$ cat src/rtl/wallace_pipe_mult_if.sv
// Operand/product handshake bundle for wallace_pipe_mult.
// The master drives operands and accepts products; the slave is the multiplier.
interface wallace_pipe_mult_if #(
    parameter int unsigned WIDTH = 8
);
    logic                   in_valid;
    logic                   in_ready;
    logic [WIDTH-1:0]       x;
    logic [WIDTH-1:0]       y;
    logic                   tc;
    logic                   out_valid;
    logic                   out_ready;
    logic [2*WIDTH-1:0]     p;
    logic                   out_tc;

    modport master (
        output in_valid, x, y, tc, out_ready,
        input  in_ready, out_valid, p, out_tc
    );

    modport slave (
        input  in_valid, x, y, tc, out_ready,
        output in_ready, out_valid, p, out_tc
    );
endinterface

$ cat src/rtl/wallace_pipe_mult.sv
// Pipelined signed/unsigned multiplier: Baugh-Wooley partial products, Wallace 3:2 reduction,
// final carry-propagate add in the last stage. Whole pipeline freezes while the output stalls.
module wallace_pipe_mult #(
    parameter int unsigned WIDTH  = 8,
    parameter int unsigned STAGES = 3
) (
    input logic                clk,
    input logic                rst,
    wallace_pipe_mult_if.slave bus
);
    localparam int W    = WIDTH;
    localparam int S    = STAGES;
    localparam int PW   = 2 * W;
    localparam int NR   = W + 1;
    localparam int NG   = NR / 3;
    localparam int LAST = S - 1;

    typedef logic [PW-1:0] row_t;

    function automatic int tree_levels(input int rows);
        int n;
        int l;
        n = rows;
        l = 0;
        while (n > 2) begin
            n = 2 * (n / 3) + n % 3;
            l++;
        end
        return l;
    endfunction

    localparam int NLEV = tree_levels(NR);

    row_t tree_sum;
    row_t tree_car;

    always_comb begin : tree
        row_t rows [NR];
        row_t nxt  [NR];
        int   n;
        int   m;
        logic pp;
        for (int i = 0; i < NR; i++) begin
            rows[i] = '0;
        end
        // Terms pairing exactly one operand MSB with a non-MSB bit are inverted in signed mode.
        for (int i = 0; i < W; i++) begin
            for (int j = 0; j < W; j++) begin
                pp = bus.x[j] & bus.y[i];
                if (bus.tc && ((i == W - 1) != (j == W - 1))) begin
                    pp = ~pp;
                end
                rows[i][i+j] = pp;
            end
        end
        rows[W][W]    = bus.tc;
        rows[W][PW-1] = bus.tc;

        n = NR;
        for (int lvl = 0; lvl < NLEV; lvl++) begin
            for (int k = 0; k < NR; k++) begin
                nxt[k] = '0;
            end
            m = 0;
            for (int g = 0; g < NG; g++) begin
                if (3 * g + 2 < n) begin
                    nxt[m]   = rows[3*g] ^ rows[3*g+1] ^ rows[3*g+2];
                    nxt[m+1] = ((rows[3*g] & rows[3*g+1]) | (rows[3*g] & rows[3*g+2]) |
                                (rows[3*g+1] & rows[3*g+2])) << 1;
                    m += 2;
                end
            end
            for (int k = 0; k < NR; k++) begin
                if (k >= 3 * (n / 3) && k < n) begin
                    nxt[m] = rows[k];
                    m++;
                end
            end
            n    = m;
            rows = nxt;
        end
        tree_sum = rows[0];
        tree_car = rows[1];
    end

    logic vld_q [S];
    logic vld_d [S];
    row_t sum_q [S];
    row_t sum_d [S];
    row_t car_q [S];
    row_t car_d [S];
    logic tc_q  [S];
    logic tc_d  [S];

    logic src_v [S];
    row_t src_s [S];
    row_t src_c [S];
    logic src_t [S];

    logic stall;
    logic load;

    assign stall = vld_q[LAST] & ~bus.out_ready;
    assign load  = bus.in_valid & ~stall;

    // Intermediate stages carry the redundant sum/carry pair; the last stage holds the product.
    always_comb begin
        src_v[0] = load;
        src_s[0] = tree_sum;
        src_c[0] = tree_car;
        src_t[0] = bus.tc;
        for (int k = 1; k < S; k++) begin
            src_v[k] = vld_q[k-1];
            src_s[k] = sum_q[k-1];
            src_c[k] = car_q[k-1];
            src_t[k] = tc_q[k-1];
        end
        for (int k = 0; k < S; k++) begin
            vld_d[k] = vld_q[k];
            sum_d[k] = sum_q[k];
            car_d[k] = car_q[k];
            tc_d[k]  = tc_q[k];
            if (!stall) begin
                vld_d[k] = src_v[k];
                tc_d[k]  = src_t[k];
                if (k == LAST) begin
                    sum_d[k] = src_s[k] + src_c[k];
                    car_d[k] = '0;
                end else begin
                    sum_d[k] = src_s[k];
                    car_d[k] = src_c[k];
                end
            end
        end
    end

    always_ff @(posedge clk) begin
        if (rst) begin
            for (int k = 0; k < S; k++) begin
                vld_q[k] <= 1'b0;
                sum_q[k] <= '0;
                car_q[k] <= '0;
                tc_q[k]  <= 1'b0;
            end
        end else begin
            for (int k = 0; k < S; k++) begin
                vld_q[k] <= vld_d[k];
                sum_q[k] <= sum_d[k];
                car_q[k] <= car_d[k];
                tc_q[k]  <= tc_d[k];
            end
        end
    end

    assign bus.in_ready  = ~stall;
    assign bus.out_valid = vld_q[LAST];
    assign bus.p         = sum_q[LAST];
    assign bus.out_tc    = tc_q[LAST];

endmodule
$ cat src/flat_wrapper.sv
// flat-port wrapper written by rule: the top's interface ports become plain ports
module wallace_pipe_mult_flat 
#(
    parameter int unsigned WIDTH  = 8,
    parameter int unsigned STAGES = 3
)
  (clk, rst, bus_in_valid, bus_x, bus_y, bus_tc, bus_out_ready, bus_in_ready, bus_out_valid, bus_p, bus_out_tc);
  wallace_pipe_mult_if #(.WIDTH(WIDTH)) bus_i ();
  input logic clk;
  input logic rst;
  input wire logic [$bits(bus_i.in_valid)-1:0] bus_in_valid;
  input wire logic [$bits(bus_i.x)-1:0] bus_x;
  input wire logic [$bits(bus_i.y)-1:0] bus_y;
  input wire logic [$bits(bus_i.tc)-1:0] bus_tc;
  input wire logic [$bits(bus_i.out_ready)-1:0] bus_out_ready;
  output wire logic [$bits(bus_i.in_ready)-1:0] bus_in_ready;
  output wire logic [$bits(bus_i.out_valid)-1:0] bus_out_valid;
  output wire logic [$bits(bus_i.p)-1:0] bus_p;
  output wire logic [$bits(bus_i.out_tc)-1:0] bus_out_tc;
  assign bus_i.in_valid = bus_in_valid;
  assign bus_i.x = bus_x;
  assign bus_i.y = bus_y;
  assign bus_i.tc = bus_tc;
  assign bus_i.out_ready = bus_out_ready;
  assign bus_in_ready = bus_i.in_ready;
  assign bus_out_valid = bus_i.out_valid;
  assign bus_p = bus_i.p;
  assign bus_out_tc = bus_i.out_tc;
  wallace_pipe_mult #(.WIDTH(WIDTH), .STAGES(STAGES)) u_core (.clk(clk), .rst(rst), .bus(bus_i));
endmodule
$ cat config.mk
export PLATFORM = sky130hd
export DESIGN_NAME = wallace_pipe_mult_flat
export DESIGN_NICKNAME = d
export VERILOG_FILES = /design/src/rtl/wallace_pipe_mult_if.sv /design/src/rtl/wallace_pipe_mult.sv /design/src/flat_wrapper.sv
export SDC_FILE = /design/constraint.sdc
export NUM_CORES = 1
export LEC_CHECK = 0
export BUFFER_PORTS_ARGS = -buffer_cell sky130_fd_sc_hd__buf_4
export CAP_MARGIN = 25
export CORE_MARGIN = 5
export CORE_UTILIZATION = 50
export DETAILED_ROUTE_END_ITERATION = 8
export HOLD_SLACK_MARGIN = 0.05
export PLACE_DENSITY = 0.69
export SLEW_MARGIN = 20
export SYNTH_ARGS = -nofsm -noshare
export SYNTH_HDL_FRONTEND = slang
export SYNTH_SLANG_ARGS = --single-unit
$ cat constraint.sdc
create_clock -name clk -period 5.4 [get_ports clk]
set_input_delay 1.08 -clock clk [delete_from_list [all_inputs] [get_ports clk]]
set_output_delay 1.08 -clock clk [all_outputs]
set_load 0.005 [all_outputs]
# --- Yosys cells after proc, flatten, opt, wreduce, memory -nomap -nowiden ---
# Memory sizes are Yosys's and may differ from the RTL's.
# Cells that the tools add are included.
word_totals:
  ramBits: 102
  ff_bits: 0
  inputBits: 21
  mem_count: 4
mem_list:
  columns: ["memory", "depth", "width", "rd", "rd_clocked_by_memory_dff", "write_ports", "line", "text"]
  rows:
  - ["u_core.car_q", 3, 16, 2, 0, 3, "wallace_pipe_mult.sv:90", "row_t car_q [S];"]
  - ["u_core.sum_q", 3, 16, 3, 0, 3, "wallace_pipe_mult.sv:88", "row_t sum_q [S];"]
  - ["u_core.tc_q", 3, 1, 3, 0, 3, "wallace_pipe_mult.sv:92", "logic tc_q [S];"]
  - ["u_core.vld_q", 3, 1, 3, 0, 3, "wallace_pipe_mult.sv:86", "logic vld_q [S];"]
op_classes:
  n_reduce_logical: 1
  n_eq_ne: 1
  add_sub_neg: 1
  muxes: 41
  bitwise_logic: 143
ops:
  columns: ["operator", "n"]
  rows:
  - ["$mux W16", 12]
  - ["$and A15 B15 Y15", 12]
  - ["$or A15 B15 Y15", 12]
  - ["$xor A16 B16 Y16", 7]
  - ["$and A1 B1 Y1", 66]
  - ["$mux W1", 29]
  - ["$add A16 B16 Y16", 1]
  - ["$not A1 Y1", 16]
  - ["$xor A15 B16 Y16", 1]
  - ["$xor A16 B13 Y16", 1]
  - ["$and A14 B15 Y15", 1]
  - ["$and A15 B9 Y15", 1]
  - ["$or A15 B10 Y15", 1]
  - ["$or A15 B13 Y15", 1]
  - ["$xor A14 B15 Y15", 1]
  - ["$and A14 B9 Y14", 1]
  - ["$and A11 B13 Y13", 1]
  - ["$and A12 B13 Y13", 1]
  - ["$xor A12 B13 Y13", 1]
  - ["$and A11 B12 Y12", 1]
  - ["$or A1 B1 Y1", 12]
  - ["$xor A11 B12 Y12", 1]
  - ["$and A8 B10 Y10", 1]
  - ["$and A9 B10 Y10", 1]
  - ["5 further kinds", 5]

# --- Longest topological paths before layout ---
# Gate-level depths: netlist (run 1).
depth:
  ltp_word: 17
  mapped_depth: 11
  mapped_depth_nobuf: 10

# --- Worst setup path before layout (run 1) ---
# OpenSTA, ideal clock, no wires.
synth_timing:
  kind: "in2reg"
  start: "in bus_tc"
  end: "mem u_core.car_q[0][9] (netlist name), data pin"
  path_buffers: 2
  required_ps: 5134
  setup_slack_ps: 1270
  arrival_time_ps: 3863
  path_stages: 10
  cell_sequence: "clkbuf_1 buf_1 xnor2_1 ha_1 inv_1 fa_1 fa_1 inv_1 fa_1 nor2b_1"
synth_rtl:
  columns: ["element", "line", "text"]
  rows:
  - ["start, declared", "flat_wrapper.sv:14", "input wire logic [$bits(bus_i.tc)-1:0] bus_tc;"]
  - ["end, declared", "wallace_pipe_mult.sv:90", null]

==> summary.md, run 1 <==
| Metric | Value |
|---|---|
| Worst Skew | between 0.008 and 0.009 ns |
| Worst relative slew slack | 0.383 |
| Sink Count | 76 |
| HPWL Detailed | approximately 6.3 mm |
| TritonRoute pass-1 iters | 4 |
| CTS buffer count | 9 |
| DRT iter0 DRCs | around 180 |
| Worst path bufs/invs | 2 |
| Critical path endpoint category | register |
| Power per standard cell area | approximately 300 nW/um^2 |
| Most common cell after layout, fill and taps aside | nand2_1 |
| Critical R2R Launch | u_core.vld_q[0][2] |
| Final setup violating endpoints | 0 |
| Average wire per standard cell | about 13 um |
| Pins over their slew limit | 0 |
| Dpl ws | approximately 1.4 ns |
| Commonest non-fill, non-tap cells in the layout | 121 x nand2_1, 54 x dfxtp_1, 50 x a21oi_1 |
| Residual DRC count | 0 |
| Critical Path AT | 3.90 ns |
| Cell at the slowest stage of the critical path | fa_1 |
| Yosys warnings | 0 |
| Initial Utilization | 0.513 |
| Vias per inst | about 5.0 |
| Critical path peak fanout | 16 |
| Avg Inst Size Synth | approximately 9.1 um^2 |
| WL final | just under 9 mm |
| Post-Syn Nets | roughly 610 |
| Synthesized cell area | about 4800 um^2 |
| Port buffer count | 39 |
| Largest net degree at the start of global routing | 80 |
| Worst setup SP type | primary input |
| Nets@finish | 640 |
| Crit path launch | bus_tc |
| Vias in the first global route | between 3,000 and 4,000 |
| Switching power | ~0.51 mW |
| Detailed-route via count | roughly 3,400 |
| Ant diodes | 0 |
| Status | finished clean |
| M1 GR Usage | 0.241 |
| Post-CTS resize count | 0 |
| Cell count of the worst reg-to-reg path | 3 |
| GR peak layer | met2 |
| EDFF count, synth | 22 |
| WP depth | 9 |
| Die width | between 100 and 150 um |
| CP top delay family | adder cells |
| Lkg Pwr | roughly 2.4 nW |
| Worst skew pair latency | ~0.34 ns |
| Hold Crit Class | register to register |
| Sequential power share | 0.455 |
| Switching share of total power | 0.322 |
| Synth Instances | between 500 and 600 |
| GRT Util Overall | 0.169 |
| Worst path max stage delay | approximately 0.55 ns |
| WHS | around 0.45 ns |
| CTS tree | done |
| Die area | roughly 12,000 um^2 |
| Unrepaired setup endpoints after global routing | false |
| Met3 usage | 0.0294 |
| CORE AREA | around 9300 um^2 |
| Antenna violations before repair | 0 |
| Post-synthesis sequential element count | 76 |
| Peak Freq | 274 MHz |
| Crit-path most repeated cell | fa_1 |
| Synth unique cells | 35 |
| Total grt overflow | 0 |
| Sequential-to-total area share from yosys stat | 0.366 |
| Fraction of layout cells with a size suffix above 1 | 0.105 |
| Max cap viols | 0 |
| Origin of the worst min-delay path | u_core.sum_q[0][34] |
| Worst-path clk slew | 0.08 ns |
| Post-CTS Hold Buffers | 0 |
| Final period utilization | 0.676 |
| Area grow syn2layout | 11.5% |
| First-pass GRT wire length | 15.8 mm |
| Root buf cell | clkbuf_8 |
| H-Tree Depth | 3 |
| Setup TNS | 0 ns |
| Pint | ~1.1 mW |
| Routability congestion estimate | between 0.8 and 0.9 |
| Final hold vios | 0 |
| Final worst setup slack | 1.75 ns |
| Cell Rows | 35 |
| I/O pin count | 40 |
| Power share of the clock group | 0.234 |
| Post-synth ARST share | 0 |
| Critical Path RT | between 5 and 6 ns |
| Chip Height | 108 um |
| Met2 usage | 0.262 |
| Post-route ant nets | 0 |
| Worst VDD drop | roughly 0.11 mV |
| Worst hold path cell count | 2 |
| Clk buf depth | 2 |
| Post-CTS setup buffers | 0 |
| Combinational share of power | 0.311 |
| Critical path class | primary input to register |
| Final worst path period need | roughly 3.6 ns |
| Synth Flop Type | dfxtp_1 |
| Worst-Margin Slew | between 0.9 and 1 ns |
| Crit-path cells | buf_4, xor2_1, fa_1, fa_1, inv_1, fa_1, fa_1, nand2_1, a21oi_1 |
## worst min-delay path, stage by stage, from the launching register on
cell	delay (ns)
dfxtp_1	0.32
nand2_1	0.05
a21oi_1	0.05
## cell families after synthesis
group                      count (synthesis)  share of synthesized area
buffers and inverters                     68                     0.0536
adders and majority gates                 71                      0.246
muxes                                      3                    0.00631
xor gates and xnor gates                  17                     0.0313
AOI/OAI and AO/OA                         76                     0.0906
DFF                                       76                      0.366
and+or+nand+nor                          210                      0.206
## flip-flops by register name (all words and copies together) (netlist names)
signal / flops
u_core.sum_q: 48
u_core.tc_q: 3
u_core.vld_q: 3
u_core.car_q: 22
## Yosys cell counts (10+ instances only)
cell,number,area (um^2)
and2_1,32,200
xnor2_1,13,114
nand2_1,121,454
edfxtp_1,22,661
nor2_1,16,60.1
o21ai_0,10,50.1
clkbuf_1,17,63.8
dfxtp_1,54,1080
inv_1,43,161
a21oi_1,50,250
fa_1,38,761
nor2b_1,23,144
ha_1,33,413
## final timing paths
| kind | end | slack (ns) |
|---|---|---|
| min reg2reg | u_core.sum_q[0][34] | 0.45 |
| max | u_core.sum_q[0][7] | 1.75 |
| min | u_core.sum_q[0][34] | 0.45 |
| max reg2reg | u_core.car_q[0][5] | 3.21 |
## layer usage
layer | routed length, um | vias up
met5 | 0 | -
met4 | 69 | 0
met3 | 367 | 4
met2 | 4020 | 74
met1 | 4380 | 1605
li1 | - | 1744
## metrics by stage
| step | cells | instance area, um^2 | total power, mW | utilization |
|---|---|---|---|---|
| global placement | 666 | 5140 | 1.21 | 0.554 |
| global route | 682 | 5310 | 1.73 | 0.572 |
| floorplan | 521 | 4760 | 1.09 | - |
| finish | 682 | 5310 | 1.59 | 0.572 |
| detailed placement | 666 | 5140 | 1.23 | 0.554 |
| CTS | 682 | 5310 | 1.60 | 0.572 |
## power by group through the flow
stage	sequential (mW)	combinational, mW	clock [mW]
5_1_grt	0.732	0.587	0.411
3_5_place_dp	0.735	0.493	0
2_1_floorplan	0.726	0.363	0
3_3_place_gp	0.732	0.478	0
6_report	0.722	0.493	0.371
4_1_cts	0.722	0.499	0.382
## area by class of cell
cell class	count	area, um^2
sequential	76	1740
tap	129	161
inverter	44	165
multi-input combinational	377	2770
clock inverter	6	40.0
fill	848	3980
timing repair buffer	40	300
clock buffer	10	128
(Power assumes the default switching activity.)
==> run 2: changes to the inputs <==
PLACE_DENSITY = 0.71   (was 0.69)
clock period = 3.1 ns   (was 5.4 ns; I/O delays follow)
==> run 2 against run 1 <==
  * Global-route usage grew 0.67 points
  * Sequential share of layout area shrank 1.9 points
  * Combinational power grew 84%
  * Worst setup slack lost 1.6 ns
  * Die area is the same
  * Via count grew 3.4%
  * Worst hold slack is essentially flat
  * Power grew 84%
  * First-iteration DRC count shrank 7.6%
  * Critical path type unchanged
  * Largest cell class unchanged
  * Largest power group unchanged
  * Highest routed layer unchanged
==> summary.md, run 2 (synthesized netlist as in run 1, its figures left out) <==
| Metric | Value |
|---|---|
| Worst path bufs/invs | 3 (was 2) |
| Port buffer count | 39 (unchanged) |
| Residual DRC count | 0 (unchanged) |
| Most flop-heavy register | u_core.sum_q (unchanged) |
| Initial Utilization | 0.513 (unchanged) |
| Critical Path RT | 3.38 ns (was 5.66 ns) |
| Max cap viols | 0 (unchanged) |
| Worst path max stage delay | 0.55 ns (about the same) |
| Nets@finish | 669 (was 640) |
| Worst-Margin Slew | 0.457 ns (was 0.923 ns) |
| Largest net degree at the start of global routing | 47 (was 80) |
| GRT Util Overall | 0.176 (was 0.169) |
| Worst Skew | 0.00770 ns (was 0.00856 ns) |
| Switching power | 0.913 mW (was 0.510 mW) |
| Ant diodes | 0 (unchanged) |
| Average wire per standard cell | 13.1 um (was 13.0 um) |
| Final instance area | 5630 um^2 (was 5310 um^2) |
| Combinational share of power | 0.310 (was 0.311) |
| Post-route ant nets | 0 (unchanged) |
| Lkg Pwr | 2.54 nW (was 2.36 nW) |
| Worst skew pair latency | 0.35 ns (was 0.34 ns) |
| Placed inst area | 5410 um^2 (was 5140 um^2) |
| Worst VDD drop | 0.227 mV (was 0.107 mV) |
| Chip Height | 108 um (unchanged) |
| DRT iter0 DRCs | 170 (was 184) |
| Post-CTS resize count | 0 (unchanged) |
| Area grow syn2layout | 18.2% (was 11.5%) |
| Sink Count | 76 (unchanged) |
| Die area | 11,600 um^2 (unchanged) |
| Worst setup SP type | primary input (unchanged) |
| Critical Path AT | 3.27 ns (was 3.90 ns) |
| Post-CTS Hold Buffers | 0 (unchanged) |
| CTS tree | done (unchanged) |
| I/O pin count | 40 (unchanged) |
| Hold Crit Class | register to register (unchanged) |
| Worst relative slew slack | 0.695 (was 0.383) |
| Pins over their slew limit | 0 (unchanged) |
| Fraction of layout cells with a size suffix above 1 | 0.167 (was 0.105) |
| Commonest non-fill, non-tap cells in the layout | 120 x nand2_1, 66 x buf_4, 54 x dfxtp_1 (was 121 x nand2_1, 54 x dfxtp_1, 50 x a21oi_1) |
| Total grt overflow | 0 (unchanged) |
| Clk buf depth | 2 (unchanged) |
| Crit-path cells | buf_4, and2_1, fa_1, inv_1, fa_2, inv_1, fa_1, fa_2, nand2_1, a21oi_1 (was buf_4, xor2_1, fa_1, fa_1, inv_1, fa_1, fa_1, nand2_1, a21oi_1) |
| Root buf cell | clkbuf_8 (unchanged) |
| Final setup violating endpoints | 0 (unchanged) |
| Sequential power share | 0.431 (was 0.455) |
| Setup TNS | 0 ns (unchanged) |
| CP top delay family | adder cells (unchanged) |
| Power share of the clock group | 0.259 (was 0.234) |
| Switching share of total power | 0.313 (was 0.322) |
| First-pass GRT wire length | 16.4 mm (was 15.8 mm) |
| Vias per inst | 4.98 (was 5.02) |
| Status | finished clean (unchanged) |
| Cell at the slowest stage of the critical path | fa_2 (was fa_1) |
| Critical path class | primary input to register (unchanged) |
| Final period utilization | 0.965 |
| Vias in the first global route | 3,614 (was 3,395) |
| Worst-path clk slew | 0.08 ns (about the same) |
| HPWL Detailed | 7.05 mm (was 6.30 mm) |
| Top Registers | u_core.sum_q: 48 flops, u_core.car_q: 22 flops (unchanged) |
| Critical path peak fanout | 6 (was 16) |
| Detailed-route via count | 3,543 (was 3,427) |
| H-Tree Depth | 3 (unchanged) |
| Cell Rows | 35 (unchanged) |
| Final hold vios | 0 (unchanged) |
| CORE AREA | 9280 um^2 (unchanged) |
| Die width | 108 um (unchanged) |
| Most common cell after layout, fill and taps aside | nand2_1 (unchanged) |
| Peak Freq | roughly 330 MHz |
| CTS buffer count | 9 (unchanged) |
| Power per standard cell area | 519 nW/um^2 (was 299 nW/um^2) |
| Antenna violations before repair | 0 (unchanged) |
| Max reg flops | 48 (unchanged) |
| Final worst path period need | approximately 3 ns |
| Critical path endpoint category | register (unchanged) |
| Post-CTS setup buffers | 0 (unchanged) |
| Unrepaired setup endpoints after global routing | false (unchanged) |
| TritonRoute pass-1 iters | 4 (unchanged) |
| Routability congestion estimate | 0.870 (was 0.841) |
| WL final | 9.31 mm (was 8.84 mm) |
| Pint | 2.01 mW (was 1.08 mW) |
==> run 2: cell types whose count changed in the layout (fill, tap and decap cells not counted), sizes merged <==
cell,delta
clkinv,+1
clkbuf,+2
clkinvlp,-2
buf,+29
inv,-1
==> run 2: metal layers <==
metal,GRT usage,up-vias,wire length [um]
li1,-,1798,-
met1,0.225,1658,4200
met2,0.298,70,4550
met3,0.0312,17,377
met4,0.0604,0,183
met5,0,-,0
==> run 2: worst paths after layout <==
check,start,slack (ns),cells past startpoint,end
max,bus_y[3],0.11,10,u_core.sum_q[0][7]
min,u_core.sum_q[0][4],0.45,2,u_core.sum_q[0][4]
max reg2reg,u_core.car_q[0][21],0.85,8,u_core.sum_q[0][47]
min reg2reg,u_core.sum_q[0][4],0.45,2,u_core.sum_q[0][4]
==> run 2: worst min-delay path: cells and delay by family, from the launching register on <==
family          cells  cell delay, ns
simple gates        1            0.05
compound gates      1            0.05
flops               1            0.31
==> run 2: area by class of cell <==
| type | count | area [um^2] |
|---|---|---|
| Timing Repair Buffer | 69 | 556 |
| Fill cell | 848 | 3660 |
| Multi-Input combinational cell | 377 | 2800 |
| Clock buffer | 12 | 178 |
| Sequential cell | 76 | 1740 |
| Inverter | 44 | 165 |
| Clock inverter | 4 | 30.0 |
| Tap cell | 129 | 161 |
==> run 2: power groups by stage <==
stage	registers, mW	logic [mW]	clock network (mW)
after floorplan	1.27	0.643	0
after global placement	1.28	0.871	0
after detailed placement	1.28	0.896	0
after CTS	1.26	0.910	0.770
after global routing	1.28	1.06	0.807
final	1.26	0.905	0.757
==> run 2: stage by stage <==
stage          std cells  total power, mW  setup slack [ns]  utilization  hold WS [ns]
3_3_place_gp         695             2.15            -0.212        0.583         0.441
6_report             711             2.92             0.110        0.606         0.454
5_1_grt              711             3.15            0.0229        0.606         0.470
2_1_floorplan        521             1.91           -0.0440            -         0.432
3_5_place_dp         695             2.18            -0.228        0.583         0.446
4_1_cts              711             2.94             0.142        0.606         0.452
